[src/rtl/ifid_stage.sv]
// ifid_stage: instruction-fetch stage and IF/ID pipeline register.
// Holds the PC, drives the instruction-memory address and registers the
// fetched word and its PC for decode. Supports stall, flush (bubble) and
// taken-branch redirect. Optional macro IFID_REDIRECT_COUNT_EN adds a
// saturating count of taken-branch redirects on port redirect_count.
module ifid_stage #(
    parameter logic [31:0] RESET_PC  = 32'h0000_0000,
    parameter logic [31:0] PC_INC    = 32'd1,
    parameter logic [31:0] NOP_INSTR = 32'h0000_0000
) (
    input  logic        clock,
    input  logic        reset,
    input  logic        stall,
    input  logic        flush,
    input  logic        branch_taken,
    input  logic [31:0] branch_target,
    output logic [31:0] imem_addr,
    input  logic [31:0] imem_data,
    output logic [31:0] oPC,
    output logic [31:0] oPCnext,
    output logic [31:0] oInstr,
    output logic        oValid
`ifdef IFID_REDIRECT_COUNT_EN
    ,
    output logic [15:0] redirect_count
`endif
);

    localparam int unsigned XLEN  = 32;
    localparam int unsigned CNT_W = 16;

    logic [XLEN-1:0] pc_q,     pc_d;
    logic [XLEN-1:0] opc_q,    opc_d;
    logic [XLEN-1:0] opcn_q,   opcn_d;
    logic [XLEN-1:0] instr_q,  instr_d;
    logic            valid_q,  valid_d;
    logic [XLEN-1:0] pc_inc;

    // Sequential PC; wraps modulo 2^32.
    assign pc_inc = pc_q + PC_INC;

    // Next-state selection: branch_taken > flush > stall > normal fetch.
    always_comb begin
        pc_d    = pc_q;
        opc_d   = opc_q;
        opcn_d  = opcn_q;
        instr_d = instr_q;
        valid_d = valid_q;
        if (branch_taken) begin
            pc_d    = branch_target;
            opc_d   = '0;
            opcn_d  = '0;
            instr_d = NOP_INSTR;
            valid_d = 1'b0;
        end else if (flush) begin
            // PC holds so the same address is refetched after the bubble.
            opc_d   = '0;
            opcn_d  = '0;
            instr_d = NOP_INSTR;
            valid_d = 1'b0;
        end else if (!stall) begin
            pc_d    = pc_inc;
            opc_d   = pc_q;
            opcn_d  = pc_inc;
            instr_d = imem_data;
            valid_d = 1'b1;
        end
    end

    // PC and IF/ID register with synchronous reset.
    always_ff @(posedge clock) begin
        if (reset) begin
            pc_q    <= RESET_PC;
            opc_q   <= '0;
            opcn_q  <= '0;
            instr_q <= NOP_INSTR;
            valid_q <= 1'b0;
        end else begin
            pc_q    <= pc_d;
            opc_q   <= opc_d;
            opcn_q  <= opcn_d;
            instr_q <= instr_d;
            valid_q <= valid_d;
        end
    end

    assign imem_addr = pc_q;
    assign oPC       = opc_q;
    assign oPCnext   = opcn_q;
    assign oInstr    = instr_q;
    assign oValid    = valid_q;

`ifdef IFID_REDIRECT_COUNT_EN
    logic [CNT_W-1:0] rcnt_q, rcnt_d;

    // Saturating count of taken-branch redirects.
    always_comb begin
        rcnt_d = rcnt_q;
        if (branch_taken && (rcnt_q != {CNT_W{1'b1}})) begin
            rcnt_d = rcnt_q + CNT_W'(1);
        end
    end

    // Redirect counter register.
    always_ff @(posedge clock) begin
        if (reset) begin
            rcnt_q <= '0;
        end else begin
            rcnt_q <= rcnt_d;
        end
    end

    assign redirect_count = rcnt_q;
`endif

endmodule

[config.mk]
export PLATFORM = sky130hd
export DESIGN_NAME = ifid_stage
export DESIGN_NICKNAME = d
export VERILOG_FILES = /design/src/rtl/ifid_stage.sv
export SDC_FILE = /design/constraint.sdc
export NUM_CORES = 1
export LEC_CHECK = 0
export CAP_MARGIN = 10
export CELL_PAD_IN_SITES_DETAIL_PLACEMENT = 0
export CELL_PAD_IN_SITES_GLOBAL_PLACEMENT = 1
export CORE_ASPECT_RATIO = 1.2
export CORE_MARGIN = 2
export CORE_UTILIZATION = 33
export CTS_CLUSTER_DIAMETER = 120
export DETAILED_ROUTE_END_ITERATION = 8
export PLACE_DENSITY_LB_ADDON = 0.1
export SYNTH_ARGS = -nofsm -noshare
export SYNTH_HDL_FRONTEND = slang
export SYNTH_SLANG_ARGS = --single-unit
[constraint.sdc]
create_clock -name clock -period 2 [get_ports clock]
set_input_delay 0.5 -clock clock [delete_from_list [all_inputs] [get_ports clock]]
set_output_delay 0.5 -clock clock [all_outputs]
set_load 0.005 [all_outputs]
* Word level (Yosys, flattened, before mapping)
Index checks and enable logic that the tools add are counted.
** Storage, ports and cells
- Flip-flop bits (word level) :: 129
- Input port bits :: 69
- Output and inout port bits :: 129
** Cells by class
- Add/sub/neg operators :: 1
- Equality and inequality tests :: 2
- Mux-type cells :: 3
- Reductions and logical operators :: 2
** Operators with widths (number)
- 2-to-1 mux 32 bit :: 3
- adder 32 x 1 -> 32 bit, second input constant :: 1
- inequality test 2 x 1 -> 1 bit, second input constant :: 2
- OR reduction 3 bit :: 1
- AND reduction 2 bit :: 1

* Logic depth before layout (Yosys ltp)
Gate-level depths: netlist (run 1).
- Word-level depth :: 4
- Gate-level depth with buffers :: 8
- Mapped depth without buffers :: 6

* Worst setup path before layout (run 1)
OpenSTA, ideal clock, no wires.
- Path type :: input port to flip-flop
- From :: in stall
- To :: reg pc_q[14], in the netlist imem_addr[14]
- Setup time :: 0.115 ns
- Arrival :: 1.676 ns
- Required time :: 1.885 ns
- Setup slack :: 0.210 ns
- Cell stages on the path :: 7
- Buffers on the path :: 2
- Cells stage by stage :: clkbuf_1 -> or2_1 -> buf_2 -> nor2_1 -> nand4_1 -> xnor2_1 -> o21a_1
** Between the ends
- Word-level cells in the longest chain between the ends :: 2
** Ends and longest elaborated chain
- from (decl) :: RTL line 13 : input logic stall,
- inequality test 2 x 1 -> 1 bit (no source line)
- AND reduction 2 bit (no source line)
- to (signal assigned) :: RTL line 79 : pc_q <= pc_d;
- to (decl) :: RTL line 32 : logic [XLEN-1:0] pc_q, pc_d;
No other way between the ends.
A chain may end at the register's enable or synchronous reset.

* Worst setup path after layout (run 1)
- From :: reg pc_q[12], in the netlist imem_addr[12]
- To :: out imem_addr[12]
** RTL lines
- to (decl) :: RTL line 17 : output logic [31:0] imem_addr,
No word-level cell between the ends.

==> results of run 1 <==
power breakdown:
part,internal [mW],switching [mW],leakage [nW]
Combinational,0.452,0.354,2.12
Sequential,2.65,0.0576,1.05
Clock,2.11,1.16,0.313
Total,5.21,1.58,3.48
cell usage in the layout, fill, tap and decap left out, types with 17 or more instances in the layout:
cell type and n:
nand2_1 29, clkdlybuf4s50_1 194, buf_4 41, xor2_1 25
nor2_1 98, mux2i_1 71, a21oi_1 52, dfxtp_1 120
xnor2_1 23, clkbuf_16 17, nand4_1 17, o21ai_0 26
routing by layer:
metal	up-vias	track usage	share of wire
met1	2481	0.237	0.41
met5	-	0	0
li1	2593	-	-
met3	15	0.0556	0.068
met4	0	0.0567	0.0098
met2	151	0.337	0.51
cell families (layout without fill, tap and decap cells):
| logic type | count (synthesis) | in the layout | synth area share |
|---|---|---|---|
| AOI/OAI and AO/OA | 104 | 104 | 0.103 |
| xor gates and xnor gates | 48 | 48 | 0.0738 |
| adders and majority gates | 1 | 1 | 0.00220 |
| buffers and inverters | 69 | 297 | 0.0523 |
| DFF | 129 | 129 | 0.453 |
| muxes | 71 | 71 | 0.125 |
| and+or+nand+nor | 211 | 211 | 0.191 |
per-stage QoR:
stage / cell area [um2] / setup slack, ns / total power, mW / util / TNS (ns)
floorplan: 5700 / 0.210 / 3.11 / - / 0
global placement: 8170 / -0.297 / 3.55 / 0.483 / -3.12
detailed placement: 8170 / -0.294 / 3.56 / 0.483 / -3.70
CTS: 8810 / 0.00612 / 6.87 / 0.521 / 0
global route: 8860 / -0.000337 / 7.03 / 0.524 / -0.000337
finish: 8860 / 0.0387 / 6.79 / 0.524 / 0
cell type report:
class	count	area, um2	share of cell area
Clock inverter	14	189	0.0213
Multi-Input combinational cell	435	2860	0.322
Timing Repair Buffer	249	2450	0.277
Tap cell	216	270	0.0305
Inverter	16	60.1	0.00678
Sequential cell	129	2590	0.293
Clock buffer	18	439	0.0496
what timing repair did:
item                                   4_1_cts  5_1_grt
pin swaps                                    0        1
gates resized for setup                      5       15
endpoints found under the hold margin        0        0
setup endpoints to repair                    6       10
sequential cells by signal (all words and copies together) (netlist names):
register   flops
imem_addr     32
oPCnext       32
oInstr        32
oPC           32
oValid         1
worst max-delay path, stage by stage (launching register included):
cell and delay [ns]:
dfxtp_1 0.33, buf_4 0.19, clkdlybuf4s50_1 0.52
final timing paths:
path	endpoint	slack, ns	cells after the start
worst max register to register	imem_addr[30]$_SDFFE_PP0P_	0.23	7
worst min-delay path	oPCnext[2]$_SDFFE_PP0N_	0.46	2
worst min register to register	oPCnext[2]$_SDFFE_PP0N_	0.46	2
worst max-delay path	imem_addr[12]	0.04	2
==> impl_metrics.toml, run 1 <==
[pwr]
p_leak_nw = 3.48
power_per_cell_area_mw_per_mm2 = 766
ir_worst_vdd_mv = 0.525

[synthesis]
ys.flop_type = "dfxtp_1"
synth.most_common_cell = "dfxtp_1"
synth_warnings = 0
syn_area_mm2 = 0.00570
synth_edf_count = 0
synthDistinctLibCells = 44
synth-seq-area-share = 0.453
synth_top_area_share = 0.453
yosys-top-cells-area = "dfxtp_1 (45%), mux2i_1 (12%), nor2_1 (6.5%)"
syn_avg_cell_area_um2 = 9.00
yosysTopAreaCell = "dfxtp_1"
synth_commonest_cells = "dfxtp_1 (129), nor2_1 (98), mux2i_1 (71)"
syn_inst = 633
synth_async_sr_flop_share = 0
ys_ff_latch = 129
synth_fp_nets = 703

[worst_setup_path]
r2r-start = "imem_addr[1]$_SDFFE_PP0P_"
worstPathRequired_ns = 1.50
crit_start = "imem_addr[12]$_SDFFE_PP0P_"
cp_max_fo = 9
arrival_ns = 1.46
setup.worst_path.start_class = "flip-flop"
endpoint_kind = "primary output"
critPathKind = "flip-flop to primary output"

[clock_network]
cts_root_buf = "clkbuf_16"
cts_setup_buffers = 0
ctsHtreeMaxLevel = 4
clk_latency_ns = 0.42
cts.clk_slew.worst_paths_ns = 0.05
cts.sinks = 129
ctsHoldBuffers = 0
cts_tree = "done"
cts.path.max_buffers = 2
numCtsBuffers = 17

[global_route]
grt_pass1_wl_um = 27700
grt_overflow = 0
grt_max_degree = 73
grt_pass1_vias = 5189
antenna_found_initial = 0
track_usage = 0.196

[sta]
slew_headroom = 0.708
tightest_slew_ns = 0.436
hold_violations = 0
final.min_clock_period_ns = 1.96
setup_violations = 0
maxSlewViolCount = 0
finalCritPeriodShare = 0.981
whs_ns = 0.463
fin_skew_ns = 0.0115
fmax_mhz = 510

[detailed_routing]
drt_iter0_drc = 282
wl_um = 17800
antenna_left = 0
first_pass_iters = 4
via_per_inst = 4.87
drt-wirelength-per-cell_um = 16.6
vias = 5240
drc = 0

[placed_design]
place_inst = 1045
place.gp.congestion = 0.778
dpl.hpwl_um = 12800
portBuffers = 197

[die]
die_h_um = 148
floorplan.initialDensity = 0.337
dieArea_mm2 = 0.0183
pin_count = 198
std_cell_rows = 52
die_x_um = 124
core_mm2 = 0.0169

[run]
maxCapViolations = 0

[cells_and_area]
fillerInstances = 1646
diodes = 0
stdcell_count = 1077
drive_gt1_frac = 0.135
area_delta_synth_final_pct = 55.5
final_nets = 918

[hold_path]
hp-class = "flip-flop to flip-flop"
worstHoldStart = "oPCnext[2]$_SDFFE_PP0N_"

[status]
status = "complete, no violations"
Note: power is estimated with default switching activity, not from simulation.
==> run 2: changes to the inputs <==
--- a/config.mk
+++ b/config.mk
@@ -10,7 +10,7 @@
 export CELL_PAD_IN_SITES_GLOBAL_PLACEMENT = 1
 export CORE_ASPECT_RATIO = 1.2
 export CORE_MARGIN = 2
-export CORE_UTILIZATION = 33
+export CORE_UTILIZATION = 36
 export CTS_CLUSTER_DIAMETER = 120
 export DETAILED_ROUTE_END_ITERATION = 8
 export PLACE_DENSITY_LB_ADDON = 0.1
==> constraint.sdc (replaced) <==
create_clock -name clock -period 2.45 [get_ports clock]
set_input_delay 0.6125 -clock clock [delete_from_list [all_inputs] [get_ports clock]]
set_output_delay 0.6125 -clock clock [all_outputs]
set_load 0.005 [all_outputs]
==> run 2 against run 1 <==
Net effect:
- sequential power down 18%
- hold slack about the same
- global-route usage up 1.1 points
- clock power down 20%
- total power down 20%
- register-to-register slack better by 0.16 ns
- cell area down 3.4%
- final cell count down 2.8%
- die area down 8.1%
- critical path type unchanged
- largest power group unchanged
==> impl_metrics.toml, run 2 (same netlist as run 1, synthesis figures left out) <==
[die]
die_x_um = 119
floorplan.initialDensity = 0.366
core_mm2 = 0.0156
std_cell_rows = 50
pin_count = 198
dieArea_mm2 = 0.0169
die_h_um = 142

[status]
status = "complete, no violations"

[pwr]
fin_total_pwr_mw = 5.43
power_per_cell_area_mw_per_mm2 = 634
ir_worst_vdd_mv = 0.480
p_leak_nw = 3.30

[worst_setup_path]
endpoint_kind = "primary output"
arrival_ns = 1.58
cp_max_fo = 9
critPathTopFamily = "buffers and inverters"
worstPathRequired_ns = 1.84
setup.worst_path.start_class = "flip-flop"
critPathBufInv = 1
critPathKind = "flip-flop to primary output"
path_cells = "clkdlybuf4s50_1"
cpPeakStageDelay_ns = 0.58
cp_slowest_cell = "clkdlybuf4s50_1"

[placed_design]
place_inst = 1015
pre_cts_slack_ns = -0.0829
portBuffers = 197
place.gp.congestion = 0.766
placed_cell_area_mm2 = 0.00795
dpl.hpwl_um = 12200

[detailed_routing]
via_per_inst = 4.89
drt-wirelength-per-cell_um = 16.4
first_pass_iters = 4
drc = 0
drt_iter0_drc = 215
antenna_left = 0
wl_um = 17200
vias = 5121

[clock_network]
cts.clk_slew.worst_paths_ns = 0.06
cts_setup_buffers = 0
ctsHtreeMaxLevel = 4
cts_root_buf = "clkbuf_16"
cts.path.max_buffers = 2
clk_latency_ns = 0.43
ctsHoldBuffers = 0
cts_resized = 0
numCtsBuffers = 17
cts.sinks = 129
cts_tree = "done"

[cells_and_area]
diodes = 0
finish.instance_area_mm2 = 0.00856
mostFrequentLayoutCell = "clkdlybuf4s50_1"
area_delta_synth_final_pct = 50.2
final_nets = 896
drive_gt1_frac = 0.0965
most-common-layout-cells = "clkdlybuf4s50_1 (195), dfxtp_1 (129), nor2_1 (98), mux2i_1 (71), a21oi_1 (52)"
utilization = 0.550
stdcell_count = 1047

[sta]
fin_skew_ns = 0.00787
maxSlewViolCount = 0
tightest_slew_ns = 0.482
hold_violations = 0
slew_headroom = 0.678
rsz0062_at_grt = "no"
whs_ns = 0.463
setup_tns_ns = 0
setup_violations = 0
final.setup.worst_slack_ns = 0.261
finalCritPeriodShare = 0.893
final.min_clock_period_ns = 2.19
fmax_mhz = 457

[global_route]
grt_pass1_vias = 5108
track_usage = 0.207
antenna_found_initial = 0
grt_max_degree = 71
grt_pass1_wl_um = 27200
grt_overflow = 0

[hold_path]
hp-class = "flip-flop to flip-flop"

[run]
maxCapViolations = 0
==> run 2: cell count changes in the layout (fill, tap and decap cells not counted), moves of 2 or more <==
cell / delta
buf_4: -13
dfxtp_1: +9
inv_6: +4
clkinv_4: -2
clkinvlp_4: +2
buf_6: -6
dfxtp_2: -9
clkinv_2: -2
buf_12: -3
==> run 2: metal layers <==
metal | part of all wire | vias up | GRT usage
li1 | - | 2539 | -
met4 | 0.023 | 0 | 0.0789
met1 | 0.43 | 2377 | 0.246
met3 | 0.059 | 32 | 0.0603
met2 | 0.49 | 173 | 0.353
met5 | 0 | - | 0
==> run 2: layout make-up <==
| cell class | count | area, um2 |
|---|---|---|
| fill | 1444 | 7020 |
| multi-input combinational | 435 | 2820 |
| sequential | 129 | 2580 |
| timing repair buffer | 227 | 2230 |
| clock buffer | 17 | 425 |
| tap | 208 | 260 |
| clock inverter | 15 | 181 |
| inverter | 16 | 60.1 |
==> run 2: final timing paths <==
kind / startpoint / end / slack (ns) / cells past startpoint
worst min register to register: oValid$_SDFFE_PP0N_ / oValid$_SDFFE_PP0N_ / 0.46 / 1
worst max-delay path: imem_addr[20]$_SDFFE_PP0P_ / imem_addr[20] / 0.26 / 1
worst max register to register: imem_addr[1]$_SDFFE_PP0P_ / imem_addr[18]$_SDFFE_PP0P_ / 0.39 / 7
worst min-delay path: oValid$_SDFFE_PP0N_ / oValid$_SDFFE_PP0N_ / 0.46 / 1
==> run 2: worst register-to-register path: stages (launching register included) <==
cell,delay (ns)
dfxtp_1,0.46
ha_1,0.26
nand3_1,0.10
buf_4,0.22
nor4_4,0.41
nand4_1,0.15
a221oi_1,0.27
nor3_1,0.08
==> run 2: power by group <==
part	switching [mW]	internal (mW)
logic	0.250	0.338
registers	0.0725	2.16
clock network	0.999	1.61
==> run 3: changes to the inputs <==
--- a/config.mk
+++ b/config.mk
@@ -5,12 +5,13 @@
 export SDC_FILE = /design/constraint.sdc
 export NUM_CORES = 1
 export LEC_CHECK = 0
+export ABC_AREA = 1
 export CAP_MARGIN = 10
-export CELL_PAD_IN_SITES_DETAIL_PLACEMENT = 0
-export CELL_PAD_IN_SITES_GLOBAL_PLACEMENT = 1
+export CELL_PAD_IN_SITES_DETAIL_PLACEMENT = 2
+export CELL_PAD_IN_SITES_GLOBAL_PLACEMENT = 2
 export CORE_ASPECT_RATIO = 1.2
 export CORE_MARGIN = 2
-export CORE_UTILIZATION = 36
+export CORE_UTILIZATION = 26
 export CTS_CLUSTER_DIAMETER = 120
 export DETAILED_ROUTE_END_ITERATION = 8
 export PLACE_DENSITY_LB_ADDON = 0.1
==> run 3 against run 2 <==
Net effect:
- total power barely moved
- hold slack barely moved
- highest routed layer unchanged
- count of clock-buffer cells in the layout rose by 4
- die area rose by 41%
- cell area rose by 2.4%
- register-to-register slack improved by 0.23 ns
- global-route usage fell by 1.0 points
- largest cell class unchanged
- sequential share of layout area fell by 0.71 points
- sequential power barely moved
- fmax rose by 0.66%
- routed wire length rose by 34%
==> impl_metrics.toml, run 3 <==
[status]
status = "complete, no violations"

[detailed_routing]
drt_iter0_drc = 198
first_pass_iters = 4
drt-wirelength-per-cell_um = 17.4
vias = 6161
drc = 0
antenna_left = 0
wl_um = 23100
via_per_inst = 4.64

[hold_path]
hold_depth = 2
hp-class = "flip-flop to flip-flop"
worstHoldStart = "oInstr[27]$_SDFFE_PP0N_"
holdPathEnd = "oInstr[27]$_SDFFE_PP0N_"

[worst_setup_path]
cp_max_fo = 6
r2r-start = "imem_addr[18]$_SDFFE_PP0P_"
reg2reg_to = "oPCnext[31]$_SDFFE_PP0N_"
endpoint_kind = "primary output"
critPathBufInv = 1
cpPeakStageDelay_ns = 0.60
arrival_ns = 1.56
cp_slowest_cell = "clkdlybuf4s50_1"
reg2reg_slack_ns = 0.62
path_cells = "clkdlybuf4s50_1"
setup.worst_path.start_class = "flip-flop"
critPathKind = "flip-flop to primary output"
critPathTopFamily = "buffers and inverters"
worstPathRequired_ns = 1.84
rr_worst_depth = 9

[die]
die_h_um = 169
std_cell_rows = 60
die_x_um = 141
floorplan.initialDensity = 0.263
dieArea_mm2 = 0.0238
core_mm2 = 0.0223
pin_count = 198

[synthesis]
synth_async_sr_flop_share = 0
synth_fa_ha_area_frac = 0.00213
synthDistinctLibCells = 28
synth_compound_area_frac = 0.136
synth_fp_nets = 916
synth_mux_area_frac = 0
synth-seq-area-share = 0.440
syn_inst = 846
synth.most_common_cell = "nand2_1"
yosysTopAreaCell = "dfxtp_1"
synth_simple_gate_area_share = 0.319
ys.flop_type = "dfxtp_1"
ys_ff_latch = 129
synth_commonest_cells = "nand2_1 (237), nor2_1 (135), dfxtp_1 (129)"
yosys-top-cells-area = "dfxtp_1 (44%), nand2_1 (15%), nor2_1 (8.6%)"
syn_avg_cell_area_um2 = 6.94
synth_warnings = 0
synth_top_family_by_area = "simple AND/OR/NAND/NOR gates"
synth_top_area_share = 0.440
synth_edf_count = 0
synth_xor_area_frac = 0.0196
syn_area_mm2 = 0.00587

[pwr]
ir_worst_vdd_mv = 0.476
power_per_cell_area_mw_per_mm2 = 619
p_leak_nw = 3.68

[cells_and_area]
most-common-layout-cells = "nand2_1 (237), clkdlybuf4s50_1 (196), nor2_1 (135), dfxtp_1 (129), a21oi_1 (87)"
mostFrequentLayoutCell = "nand2_1"
finish.instance_area_mm2 = 0.00877
final_nets = 1106
utilization = 0.393
drive_gt1_frac = 0.0773
diodes = 0
area_delta_synth_final_pct = 49.4

[global_route]
grt_pass1_vias = 6479
grt_overflow = 0
antenna_found_initial = 0
grt_pass1_wl_um = 36500
grt_max_degree = 119
track_usage = 0.197

[placed_design]
portBuffers = 197
place.gp.congestion = 0.775
pre_cts_slack_ns = 0.294
dpl.hpwl_um = 16700
placed_cell_area_mm2 = 0.00817

[clock_network]
cts_tree = "done"
clk_latency_ns = 0.42
ctsHoldBuffers = 0
numCtsBuffers = 17
ctsHtreeMaxLevel = 4
cts.sinks = 129
cts_resized = 0
cts_root_buf = "clkbuf_16"
cts_setup_buffers = 0
cts.clk_slew.worst_paths_ns = 0.06
cts.path.max_buffers = 2

[sta]
final.min_clock_period_ns = 2.17
finalCritPeriodShare = 0.887
final.setup.worst_slack_ns = 0.276
rsz0062_at_grt = "no"
hold_violations = 0
setup_tns_ns = 0
fin_skew_ns = 0.0104
fmax_mhz = 460
slew_headroom = 0.636
setup_violations = 0
whs_ns = 0.462
maxSlewViolCount = 0
tightest_slew_ns = 0.546

[run]
maxCapViolations = 0
==> run 3: cell types whose count changed after synthesis, sizes merged, moves of 7 or more <==
cell	delta
nand2	+218
inv	+71
mux2i	-71
nor2	+46
a21oi	+39
o21ai	+24
xnor2	-23
nand4	-18
xor2	-17
nand3	+13
nor3	-13
o21a	-13
buf	-8
nor2b	-7
==> run 3: layout make-up <==
class	count	area, um2
clock inverters	10	135
clock buffers	21	460
well taps	279	349
flip-flops and latches	129	2580
multi-input cells	590	2800
fillers	2596	13500
inverters	86	323
repair buffers	212	2120
==> run 3: per-layer routing <==
layer	share of wire	global-route usage	up-vias	wire [um]
li1	-	-	3012	-
met2	0.50	0.353	136	11600
met4	0.0081	0.0417	0	187
met3	0.044	0.0390	16	1020
met5	0	0	-	0
met1	0.44	0.244	2997	10300
==> run 3: worst max-delay path by stage <==
stage / cells after the start / slack (ns) / from / to
floorplan: 6 / 0.82 / branch_taken / oPCnext[23]$_SDFFE_PP0N_
global placement: 8 / 0.34 / branch_taken / imem_addr[2]$_SDFFE_PP0P_
detailed placement: 8 / 0.29 / branch_taken / imem_addr[13]$_SDFFE_PP0P_
CTS: 1 / 0.27 / imem_addr[10]$_SDFFE_PP0P_ / imem_addr[10]
global route: 1 / 0.23 / imem_addr[12]$_SDFFE_PP0P_ / imem_addr[12]
finish: 1 / 0.28 / imem_addr[10]$_SDFFE_PP0P_ / imem_addr[10]
==> run 3: through the flow <==
step / power (mW) / std cells
finish: 5.43 / 1327
global route: 5.68 / 1327
CTS: 5.52 / 1327
detailed placement: 2.86 / 1296
global placement: 2.86 / 1296
floorplan: 2.50 / 846
==> run 3: worst register-to-register path, delay by kind of cell, from the launching register on <==
family,cells,cell delay (ns)
flops,1,0.54
buf+inv,1,0.03
simple gates,8,1.15
==> run 3: kinds of logic after synthesis <==
group / count (synthesis)
AO/OA/AOI/OAI: 151
XOR/XNOR: 8
adder cells (fa/ha/maj): 1
buffers and inverters: 127
flip-flops: 129
AND/OR/NAND/NOR: 430
==> run 3: power by group <==
part	switching, mW	leakage, nW	internal, mW
combinational	0.297	2.34	0.286
sequential	0.0718	1.05	2.16
clock	0.974	0.293	1.64
